--- src/rtl/accel_pkg.sv ---
// Shared types and constants for the compute sequencer.
package accel_pkg;

    localparam int unsigned ADDR_W = 15;   // input/weight buffer address width
    localparam int unsigned OP_W   = 4;    // output buffer address width
    localparam int unsigned RD_LAT = 1;    // buffer read latency in cycles

    typedef enum logic [2:0] {
        S_IDLE  = 3'd0,
        S_CLEAR = 3'd1,
        S_FEED  = 3'd2,
        S_FLUSH = 3'd3,
        S_WRITE = 3'd4,
        S_DONE  = 3'd5
    } seq_state_e;

endpackage

--- src/rtl/skew_shift.sv ---
// Valid delay line producing the per-lane skewed feed_valid for the array.
// Lane i sees the read enable delayed by RD_LAT+i cycles; clr_i empties the line.
module skew_shift
    import accel_pkg::*;
#(
    parameter int unsigned ARR_SIZE = 4
) (
    input  logic                clk,
    input  logic                rst,
    input  logic                clr_i,
    input  logic                valid_i,
    output logic [ARR_SIZE-1:0] valid_o
);

    localparam int unsigned DEPTH = RD_LAT + ARR_SIZE - 1;

    logic [DEPTH-1:0] line_q;

    // Shift the read enable in at bit 0; reset and clear both empty the line.
    always_ff @(posedge clk) begin
        if (rst || clr_i) begin
            line_q <= '0;
        end else begin
            line_q <= DEPTH'({line_q, valid_i});
        end
    end

    assign valid_o = line_q[DEPTH-1:RD_LAT-1];

endmodule

--- src/rtl/compute_sequencer.sv ---
// Job sequencer for a systolic array: clears accumulators, streams k_len
// input/weight reads, flushes the array, then writes ARR_SIZE result rows.
// Optional feature: define SEQ_ABORT_EN to honour the abort input.
module compute_sequencer
    import accel_pkg::*;
#(
    parameter int unsigned ARR_SIZE = 4,
    parameter int unsigned K_W      = 8
) (
    input  logic                clk,
    input  logic                rst,
    input  logic                start,
    input  logic [K_W-1:0]      k_len,
    input  logic [ADDR_W-1:0]   inp_base,
    input  logic [ADDR_W-1:0]   wt_base,
    input  logic [OP_W-1:0]     op_addr,
    input  logic                abort,
    output logic                ready,
    output logic                busy,
    output logic                done,
    output logic                aborted,
    output logic                err,
    output logic                inp_rd_en,
    output logic [ADDR_W-1:0]   inp_rd_addr,
    output logic                wt_rd_en,
    output logic [ADDR_W-1:0]   wt_rd_addr,
    output logic [ARR_SIZE-1:0] feed_valid,
    output logic                acc_reset,
    output logic                acc_capture,
    output logic [OP_W-1:0]     acc_op_addr
);

    localparam int unsigned FL_W  = $clog2(2 * ARR_SIZE);
    localparam int unsigned CNT_W = (K_W > FL_W) ? K_W : FL_W;

    seq_state_e        state_q, state_d;
    logic [CNT_W-1:0]  cnt_q, cnt_d;
    logic [K_W-1:0]    k_len_q;
    logic [ADDR_W-1:0] inp_base_q;
    logic [ADDR_W-1:0] wt_base_q;
    logic [OP_W-1:0]   op_addr_q;
    logic              err_q;
    logic              aborted_q;

    logic accept;
    logic zero_req;
    logic last_feed;
    logic abort_hit;

    assign accept    = (state_q == S_IDLE) && start && (k_len != '0);
    assign zero_req  = (state_q == S_IDLE) && start && (k_len == '0);
    assign last_feed = (cnt_q == (CNT_W'(k_len_q) - CNT_W'(1)));

`ifdef SEQ_ABORT_EN
    assign abort_hit = abort && ((state_q == S_CLEAR) || (state_q == S_FEED) ||
                                 (state_q == S_FLUSH) || (state_q == S_WRITE));
`else
    logic unused_abort;
    assign unused_abort = abort;
    assign abort_hit    = 1'b0;
`endif

    // State and phase counter register.
    always_ff @(posedge clk) begin
        if (rst) begin
            state_q <= S_IDLE;
            cnt_q   <= '0;
        end else begin
            state_q <= state_d;
            cnt_q   <= cnt_d;
        end
    end

    // Job fields are captured on accept; err/aborted are one-cycle status pulses.
    always_ff @(posedge clk) begin
        if (rst) begin
            k_len_q    <= '0;
            inp_base_q <= '0;
            wt_base_q  <= '0;
            op_addr_q  <= '0;
            err_q      <= 1'b0;
            aborted_q  <= 1'b0;
        end else begin
            if (accept) begin
                k_len_q    <= k_len;
                inp_base_q <= inp_base;
                wt_base_q  <= wt_base;
                op_addr_q  <= op_addr;
            end
            err_q     <= zero_req;
            aborted_q <= abort_hit;
        end
    end

    // Next-state and phase counter sequencing.
    always_comb begin
        state_d = state_q;
        cnt_d   = cnt_q;
        case (state_q)
            S_IDLE: begin
                cnt_d = '0;
                if (accept) begin
                    state_d = S_CLEAR;
                end
            end
            S_CLEAR: begin
                state_d = S_FEED;
                cnt_d   = '0;
            end
            S_FEED: begin
                if (last_feed) begin
                    state_d = S_FLUSH;
                    cnt_d   = '0;
                end else begin
                    cnt_d = cnt_q + CNT_W'(1);
                end
            end
            S_FLUSH: begin
                if (cnt_q == CNT_W'(2 * ARR_SIZE - 1)) begin
                    state_d = S_WRITE;
                    cnt_d   = '0;
                end else begin
                    cnt_d = cnt_q + CNT_W'(1);
                end
            end
            S_WRITE: begin
                if (cnt_q == CNT_W'(ARR_SIZE - 1)) begin
                    state_d = S_DONE;
                    cnt_d   = '0;
                end else begin
                    cnt_d = cnt_q + CNT_W'(1);
                end
            end
            S_DONE: begin
                state_d = S_IDLE;
                cnt_d   = '0;
            end
            default: begin
                state_d = S_IDLE;
                cnt_d   = '0;
            end
        endcase
        if (abort_hit) begin
            state_d = S_IDLE;
            cnt_d   = '0;
        end
    end

    // Output decode from the registered state and counter.
    always_comb begin
        ready       = (state_q == S_IDLE);
        busy        = (state_q != S_IDLE);
        done        = 1'b0;
        err         = err_q;
        aborted     = aborted_q;
        inp_rd_en   = 1'b0;
        inp_rd_addr = '0;
        wt_rd_en    = 1'b0;
        wt_rd_addr  = '0;
        acc_reset   = 1'b0;
        acc_capture = 1'b0;
        acc_op_addr = '0;
        case (state_q)
            S_CLEAR: acc_reset = 1'b1;
            S_FEED: begin
                inp_rd_en   = 1'b1;
                wt_rd_en    = 1'b1;
                inp_rd_addr = inp_base_q + ADDR_W'(cnt_q);
                wt_rd_addr  = wt_base_q + ADDR_W'(cnt_q);
            end
            S_WRITE: begin
                acc_capture = 1'b1;
                acc_op_addr = op_addr_q + OP_W'(cnt_q);
            end
            S_DONE: done = 1'b1;
            default: ;
        endcase
    end

    skew_shift #(
        .ARR_SIZE (ARR_SIZE)
    ) u_skew (
        .clk     (clk),
        .rst     (rst),
        .clr_i   (abort_hit),
        .valid_i (inp_rd_en),
        .valid_o (feed_valid)
    );

endmodule

--- config.mk ---
export PLATFORM = sky130hd
export DESIGN_NAME = compute_sequencer
export DESIGN_NICKNAME = d
export VERILOG_FILES = /design/src/rtl/accel_pkg.sv /design/src/rtl/skew_shift.sv /design/src/rtl/compute_sequencer.sv
export SDC_FILE = /design/constraint.sdc
export NUM_CORES = 1
export LEC_CHECK = 0
export CORE_MARGIN = 2
export CORE_UTILIZATION = 40
export CTS_BUF_LIST = sky130_fd_sc_hd__clkbuf_4 sky130_fd_sc_hd__clkbuf_8
export DETAILED_ROUTE_END_ITERATION = 10
export PLACE_DENSITY = 0.67
export SYNTH_ARGS = -nofsm -noshare
export SYNTH_HDL_FRONTEND = slang
export SYNTH_SLANG_ARGS = --single-unit
--- constraint.sdc ---
create_clock -name clk -period 2.7 [get_ports clk]
set_input_delay 0.405 -clock clk [delete_from_list [all_inputs] [get_ports clk]]
set_output_delay 0.405 -clock clk [all_outputs]
set_load 0.1 [all_outputs]
==> results.md, run 1 <==
- IR Drop Worst-Case VDD: 0.2294 mV
- Number of storage elements in the synthesis netlist: 58
- Count of endpoints failing hold in the final timing report: 0
- Wire length reported by the detailed router: 11.12 mm
- Proportion of layout cells with a drive suffix above 1: 26.36%
- Crit path launch: cnt_q[0]
- Post-synth top area share: 30.34%
- Headroom to the max-slew limit: 37.76%
- Buffers on Ports: 90
- Launch instance of the worst register-to-register path: state_q[1]
- Final worst clock skew: 9.518 ps
- Violated checks: negative setup slack
- X dimension of the die: 101.8 um
- Crit Reg-Reg Endpoint: inp_base_q[3]
- Number of standard-cell rows in the floorplan: 35
- Total of warnings raised by yosys: 0
- Share of flip-flops with an asynchronous set or reset after synthesis: 0%
- Final worst path period need: 2725 ps
- Count of flip-flops with a built-in enable after synthesis: 0
- Depth of the worst register-to-register path: 7
- Number of antenna violations at the first check in global routing: 0
- Worst Tran Pin Value: 932.7 ps
- Cell-by-cell listing of the critical path: ha_1 -> fa_2 -> a21oi_4 -> o2111ai_4 -> nand4_1 -> xor2_1 -> nor2_2 -> buf_12
- Via density per instance: 5.436
- Max-capacitance violation count: 0
- Global-route wire length before repair: 17.97 mm
- Register area share after synthesis: 30.34%
- Syn Area/Cell: 7.564 um2
- Final worst-path cycle share: 100.9%
- Dpl hpwl: 7.922 mm
- Ranking of synthesized cells by instance count: nand2_1, dfxtp_1, a21oi_1
- Unique masters post-synth: 52
- Prevailing post-synth register cell: dfxtp_1
- Post-Syn Instances: 506
- Pre-CTS setup slack: 125.8 ps
- Avg WL per Cell: 15.11 um
- TritonCTS Sinks: 58
- Root Buffer Master: clkbuf_8
- Clock Pin Slew Worst Setup and Hold Paths: 60 ps
- Unrepaired setup endpoints after global routing: yes
- Total clock buffers created by CTS: 9
- Global-route met2 utilization: 37.04%
- Largest area contributor in the synthesized netlist: dfxtp_1
- CTS H-tree lvls: 3
- Placed Instance Area: 0.005349 mm2
- I/O pin cnt: 93
- Number of filler cells placed in the layout: 826
- Fraction of met3 tracks used by global routing: 4.378%
- Status: finished with violations
- Utilization after layout: 62.68%
- Crit path largest cell delay: 390 ps
- Worst EP arrival: 2320 ps
- Met1 track demand over resource in global routing: 28.99%
- Starting DRC count in detailed routing: 138
- Setup TNS: -26.06 ps
- Die Y: 101.8 um
- Maximum number of pins on one net before global-route repair: 32
- Count of final setup violators: 2
- Latest clock arrival within the worst-skew pair: 350 ps
- Reported leakage power: 0.002273 uW
- Syn Std Cell Area: 0.003827 mm2
- Final instance area: 0.005819 mm2
- Worst EP required: 2300 ps
- Leftover overflow at the end of global routing: 0
- Combined global-route utilization of all metal layers: 22.00%
- Busiest metal layer after global routing: met2
- Worst setup path category: reg2out
- Syn nets: 576
- Worst-case register-to-register setup slack: 450 ps
- Crit path max-delay cell type: fa_2
- Capture point of the worst path: inp_rd_addr[12]
- Gpl congestion: 0.9118
- Achievable clock frequency: 367.0 MHz
- Top-count cell post-synth: nand2_1
- Pwr Density: 477.0 mW/mm2
- Worst setup SP type: register
- Crit path capture type: output port
- Initial core utilization: 41.23%
- Final-stage net count: 672
- Initial DRT Pass Iterations: 4
- Clock tree from TritonCTS: yes
- Vias in the first global route: 3805
- Minimum setup slack in the final design: -24.68 ps
- CTS Hold Buffers Added: 0
- Area Overhead vs Synth: 52.04%
- Final number of max-transition violations: 0
- Overall die area: 0.01037 mm2
- Tightest Hold Check Type: reg2reg
- CORE AREA: 0.009284 mm2
- Number of nets with antenna violations after routing: 0
- Number of diodes added for antenna fixing: 0
- Post-route DRC violation count: 0
- Count of vias placed by the detailed router: 4001
- Top fanout value on the critical path: 5
- Largest cells by area after synthesis: dfxtp_1, nand2_1, a21oi_1, ha_1, xnor2_1
- Tightest hold margin: 460.4 ps
- Max Root-Sink Buffers: 2
[cells by family after synthesis]
kind of cell | share of synthesized area (%)
AOI/OAI and AO/OA | 17.10
xor gates and xnor gates | 7.323
adders and majority gates | 8.434
buffers and inverters | 4.511
DFF | 30.34
muxes | 0.5231
other | 0.09798
and+or+nand+nor | 31.68
[worst max-delay path, delay by kind of cell (launching register included)]
kind	cells	cell delay, ps
fa+ha+maj	2	620
flops	1	320
compound gates	2	410
simple gates	2	240
xor+xnor	1	200
buf+inv	1	170
[flip-flops by register name, summed over array words and instances (netlist names)]
register and count:
u_skew.valid_o 4, state_q 3, wt_base_q 15, err 1
inp_base_q 15, op_addr_q 4, cnt_q 8, k_len_q 8
[report_power, final]
part	total (uW)	switching, uW	internal [uW]
registers	1000	74.9	925
clock network	737	352	385
logic	1040	665	374
total	2780	1090	1680
[layer usage]
| layer | vias up | wire length (um) |
|---|---|---|
| met5 | - | 0 |
| met4 | 0 | 145 |
| met3 | 12 | 580 |
| met2 | 123 | 5449 |
| met1 | 1879 | 4943 |
| li1 | 1987 | - |
[worst min-delay path by stage]
stage	startpoint	endpoint	slack, ps	depth (start not counted)
6_report	inp_base_q[2]	inp_base_q[2]	460	2
5_1_grt	op_addr_q[0]	op_addr_q[0]	480	2
4_1_cts	op_addr_q[0]	op_addr_q[0]	460	2
3_5_place_dp	op_addr_q[0]	op_addr_q[0]	450	2
3_3_place_gp	u_skew.valid_o[0]	u_skew.valid_o[1]	450	1
2_1_floorplan	inp_base_q[0]	inp_base_q[0]	440	2
[cells in the final DEF (no fill, tap or decap), drive strengths merged, types with 8 or more instances in the layout]
master / instances
nand2: 96
buf: 70
dfxtp: 58
a21oi: 53
clkdlybuf4s50: 43
nor2: 38
nand3: 24
ha: 21
xnor2: 17
and3: 16
xor2: 15
inv: 14
nor3: 14
clkbuf: 13
nor4: 11
nor4b: 9
or3: 8
[final cells by class]
cell class | count | area, um2 | area share [%]
clock inverters | 3 | 15.01 | 0.2580
inverters | 15 | 62.56 | 1.075
well taps | 129 | 161.4 | 2.774
multi-input cells | 405 | 2864 | 49.22
flip-flops and latches | 58 | 1179 | 20.25
repair buffers | 113 | 1378 | 23.67
clock buffers | 13 | 160.2 | 2.752
[repair_timing]
| item | CTS | global route |
|---|---|---|
| buffers inserted | 3 | 5 |
| gates resized for setup | 28 | 28 |
| pin swaps | 18 | 19 |
| endpoints found under the setup margin | 20 | 21 |
[metrics by stage]
stage / std cells / power, uW
finish: 736 / 2776
global route: 736 / 2915
CTS: 731 / 2773
detailed placement: 712 / 2017
global placement: 712 / 1999
floorplan: 506 / 1697
Power figures use the tool's default switching activity.
==> inputs of run 2 (changes only) <==
--- a/config.mk
+++ b/config.mk
@@ -10,6 +10,7 @@
 export CTS_BUF_LIST = sky130_fd_sc_hd__clkbuf_4 sky130_fd_sc_hd__clkbuf_8
 export DETAILED_ROUTE_END_ITERATION = 10
 export PLACE_DENSITY = 0.67
+export SETUP_SLACK_MARGIN = 0.02
 export SYNTH_ARGS = -nofsm -noshare
 export SYNTH_HDL_FRONTEND = slang
 export SYNTH_SLANG_ARGS = --single-unit
==> results.md, run 2 (synthesized netlist as in run 1, its figures left out) <==
- Hold wc startpoint: u_skew.valid_o[2]
- Die Y: 101.8 um (unchanged)
- Most common cell after layout, fill and taps aside: nand2_1
- Top fanout value on the critical path: 3 (-2)
- Sequential Area: 0.001176 mm2 (-0.21%)
- Number of cells traversed by the worst hold path: 1 (-1)
- Total clock buffers created by CTS: 9 (unchanged)
- IR Drop Worst-Case VDD: 0.2671 mV (+16%)
- Number of antenna violations at the first check in global routing: 0 (unchanged)
- Utilization after layout: 63.84% (+1.2 points)
- X dimension of the die: 101.8 um (unchanged)
- Achievable clock frequency: 363.9 MHz (-0.86%)
- Tightest Hold Check Type: reg2reg
- Number of nets with antenna violations after routing: 0 (unchanged)
- Number of filler cells placed in the layout: 829 (+0.36%)
- Max Root-Sink Buffers: 2 (unchanged)
- Tightest hold margin: 455.7 ps (-4.676 ps)
- Minimum setup slack in the final design: -48.31 ps (-23.63 ps)
- Setup TNS: -54.06 ps (-28.00 ps)
- Post-route DRC violation count: 0 (unchanged)
- Worst-case register-to-register setup slack: 240 ps (-210 ps)
- Avg WL per Cell: 15.73 um (+4.1%)
- I/O pin cnt: 93 (unchanged)
- Headroom to the max-slew limit: 39.21% (+1.5 points)
- CTS H-tree lvls: 3 (unchanged)
- Max-capacitance violation count: 0 (unchanged)
- Maximum number of pins on one net before global-route repair: 34 (+6.3%)
- Pre-CTS setup slack: 130.2 ps (+4.422 ps)
- Area of the multi-input gates: 0.002924 mm2 (+2.1%)
- Unrepaired setup endpoints after global routing: yes
- Final number of max-transition violations: 0 (unchanged)
- Clock tree from TritonCTS: yes
- Worst setup path category: reg2out
- Worst setup SP type: register
- CORE AREA: 0.009284 mm2 (unchanged)
- Clock Pin Slew Worst Setup and Hold Paths: 70 ps (about the same)
- Vias in the first global route: 3829 (+0.63%)
- Worst EP arrival: 2340 ps (+20 ps)
- Count of final setup violators: 2 (unchanged)
- Registers with the highest flip-flop counts: inp_base_q x15, wt_base_q x15
- Leftover overflow at the end of global routing: 0 (unchanged)
- Starting DRC count in detailed routing: 184 (+33%)
- Combined global-route utilization of all metal layers: 22.41% (+0.41 points)
- Depth of the worst register-to-register path: 6 (-1)
- Area Overhead vs Synth: 54.85%
- CTS Hold Buffers Added: 0 (unchanged)
- Buffers on Ports: 90 (unchanged)
- Status: finished with violations
- Dpl hpwl: 8.127 mm (+2.6%)
- Proportion of layout cells with a drive suffix above 1: 27.82% (+1.5 points)
- Pwr Density: 482.1 mW/mm2 (+1.1%)
- Final-stage net count: 676 (+0.60%)
- Latest clock arrival within the worst-skew pair: 350 ps (about the same)
- Overall die area: 0.01037 mm2 (unchanged)
- Reported leakage power: 0.002288 uW (+0.66%)
- Crit path capture type: output port
- Crit Reg-Reg Endpoint: cnt_q[3]
- TritonCTS Sinks: 58 (unchanged)
- Via density per instance: 5.455 (+0.35%)
- Final worst-path cycle share: 101.8% (+0.88 points)
- Launch instance of the worst register-to-register path: cnt_q[5]
- Worst EP required: 2300 ps (about the same)
- Worst Hold Path EP: u_skew.valid_o[3]
- Count of endpoints failing hold in the final timing report: 0 (unchanged)
- Wire length reported by the detailed router: 11.64 mm (+4.7%)
- Worst Tran Pin Value: 910.8 ps (-21.83 ps)
- Final worst path period need: 2748 ps (+23.63 ps)
- Initial core utilization: 41.23% (unchanged)
- Initial DRT Pass Iterations: 4 (unchanged)
- Number of diodes added for antenna fixing: 0 (unchanged)
- Gpl congestion: 0.9199 (+0.89%)
- Final worst clock skew: 10.69 ps (+1.171 ps)
- Top library cells by usage in the layout, fill and taps aside: nand2_1, dfxtp_1, a21oi_1
- Root Buffer Master: clkbuf_8
- Count of vias placed by the detailed router: 4037 (+0.90%)
- Violated checks: negative setup slack
- Number of standard-cell rows in the floorplan: 35 (unchanged)
- Global-route wire length before repair: 18.16 mm (+1.0%)
-- run 2: cell count changes in the layout (fill, tap and decap cells not counted), moves of 3 or more --
cell | before | now
ha_1 | 17 | 11
buf_4 | 33 | 38
ha_2 | 1 | 4
ha_4 | 3 | 6
-- run 2: report_power, final --
group | internal [uW] | switching [uW]
clock network | 427 | 366
logic | 386 | 673
registers | 926 | 79.2
total | 1740 | 1120
-- run 2: layout make-up --
cell class / instances / area share [%]
clock buffer: 14 / 3.040
clock inverter: 2 / 0.1689
inverter: 15 / 1.056
multi-input combinational: 405 / 49.33
sequential: 58 / 19.84
tap: 129 / 2.723
timing repair buffer: 117 / 23.83
-- run 2: routing by layer --
layer | vias to the layer above | GRT usage, % | wire length (um)
li1 | 1994 | - | -
met1 | 1908 | 28.51 | 5016
met2 | 114 | 38.01 | 5811
met3 | 21 | 4.241 | 567
met4 | 0 | 8.000 | 240
met5 | - | 0 | 0
-- run 2: stage by stage --
| step | instances | cell area (um2) | power [uW] |
|---|---|---|---|
| 3_5_place_dp | 715 | 5386 | 2030 |
| 3_3_place_gp | 715 | 5386 | 2013 |
| 5_1_grt | 740 | 5927 | 2991 |
| 4_1_cts | 737 | 5769 | 2851 |
| 2_1_floorplan | 506 | 3999 | 1698 |
| 6_report | 740 | 5927 | 2857 |
-- run 2: timing repair --
action	4_1_cts	5_1_grt
pin swaps	21	25
endpoints found under the setup margin	21	22
buffers inserted	6	3
cloned	0	0
gates resized for setup	33	27
-- run 2: worst max path at each step --
stage                            endpoint     start
after floorplan           inp_rd_addr[10]  cnt_q[0]
after global placement    inp_rd_addr[14]  cnt_q[0]
after detailed placement  inp_rd_addr[14]  cnt_q[0]
after CTS                  wt_rd_addr[10]  cnt_q[0]
after global routing        wt_rd_addr[6]  cnt_q[0]
final                       wt_rd_addr[6]  cnt_q[0]
-- run 2: worst max-delay path, stage by stage, from the launching register on --
cell and delay, ps:
dfxtp_2 330, buf_6 120, ha_4 160, fa_2 360, a21oi_4 220, o211ai_1 110
nor2_1 160, xor2_1 250, nor2_1 120, buf_12 180
==> inputs of run 3 (changes only) <==
--- a/config.mk
+++ b/config.mk
@@ -8,7 +8,9 @@
 export CORE_MARGIN = 2
 export CORE_UTILIZATION = 40
 export CTS_BUF_LIST = sky130_fd_sc_hd__clkbuf_4 sky130_fd_sc_hd__clkbuf_8
+export CTS_CLUSTER_SIZE = 12
 export DETAILED_ROUTE_END_ITERATION = 10
+export HOLD_SLACK_MARGIN = 0.02
 export PLACE_DENSITY = 0.67
 export SETUP_SLACK_MARGIN = 0.02
 export SYNTH_ARGS = -nofsm -noshare
==> results of run 3 <==
No change in the layout: final DEF, timing and power equal those of run 2.
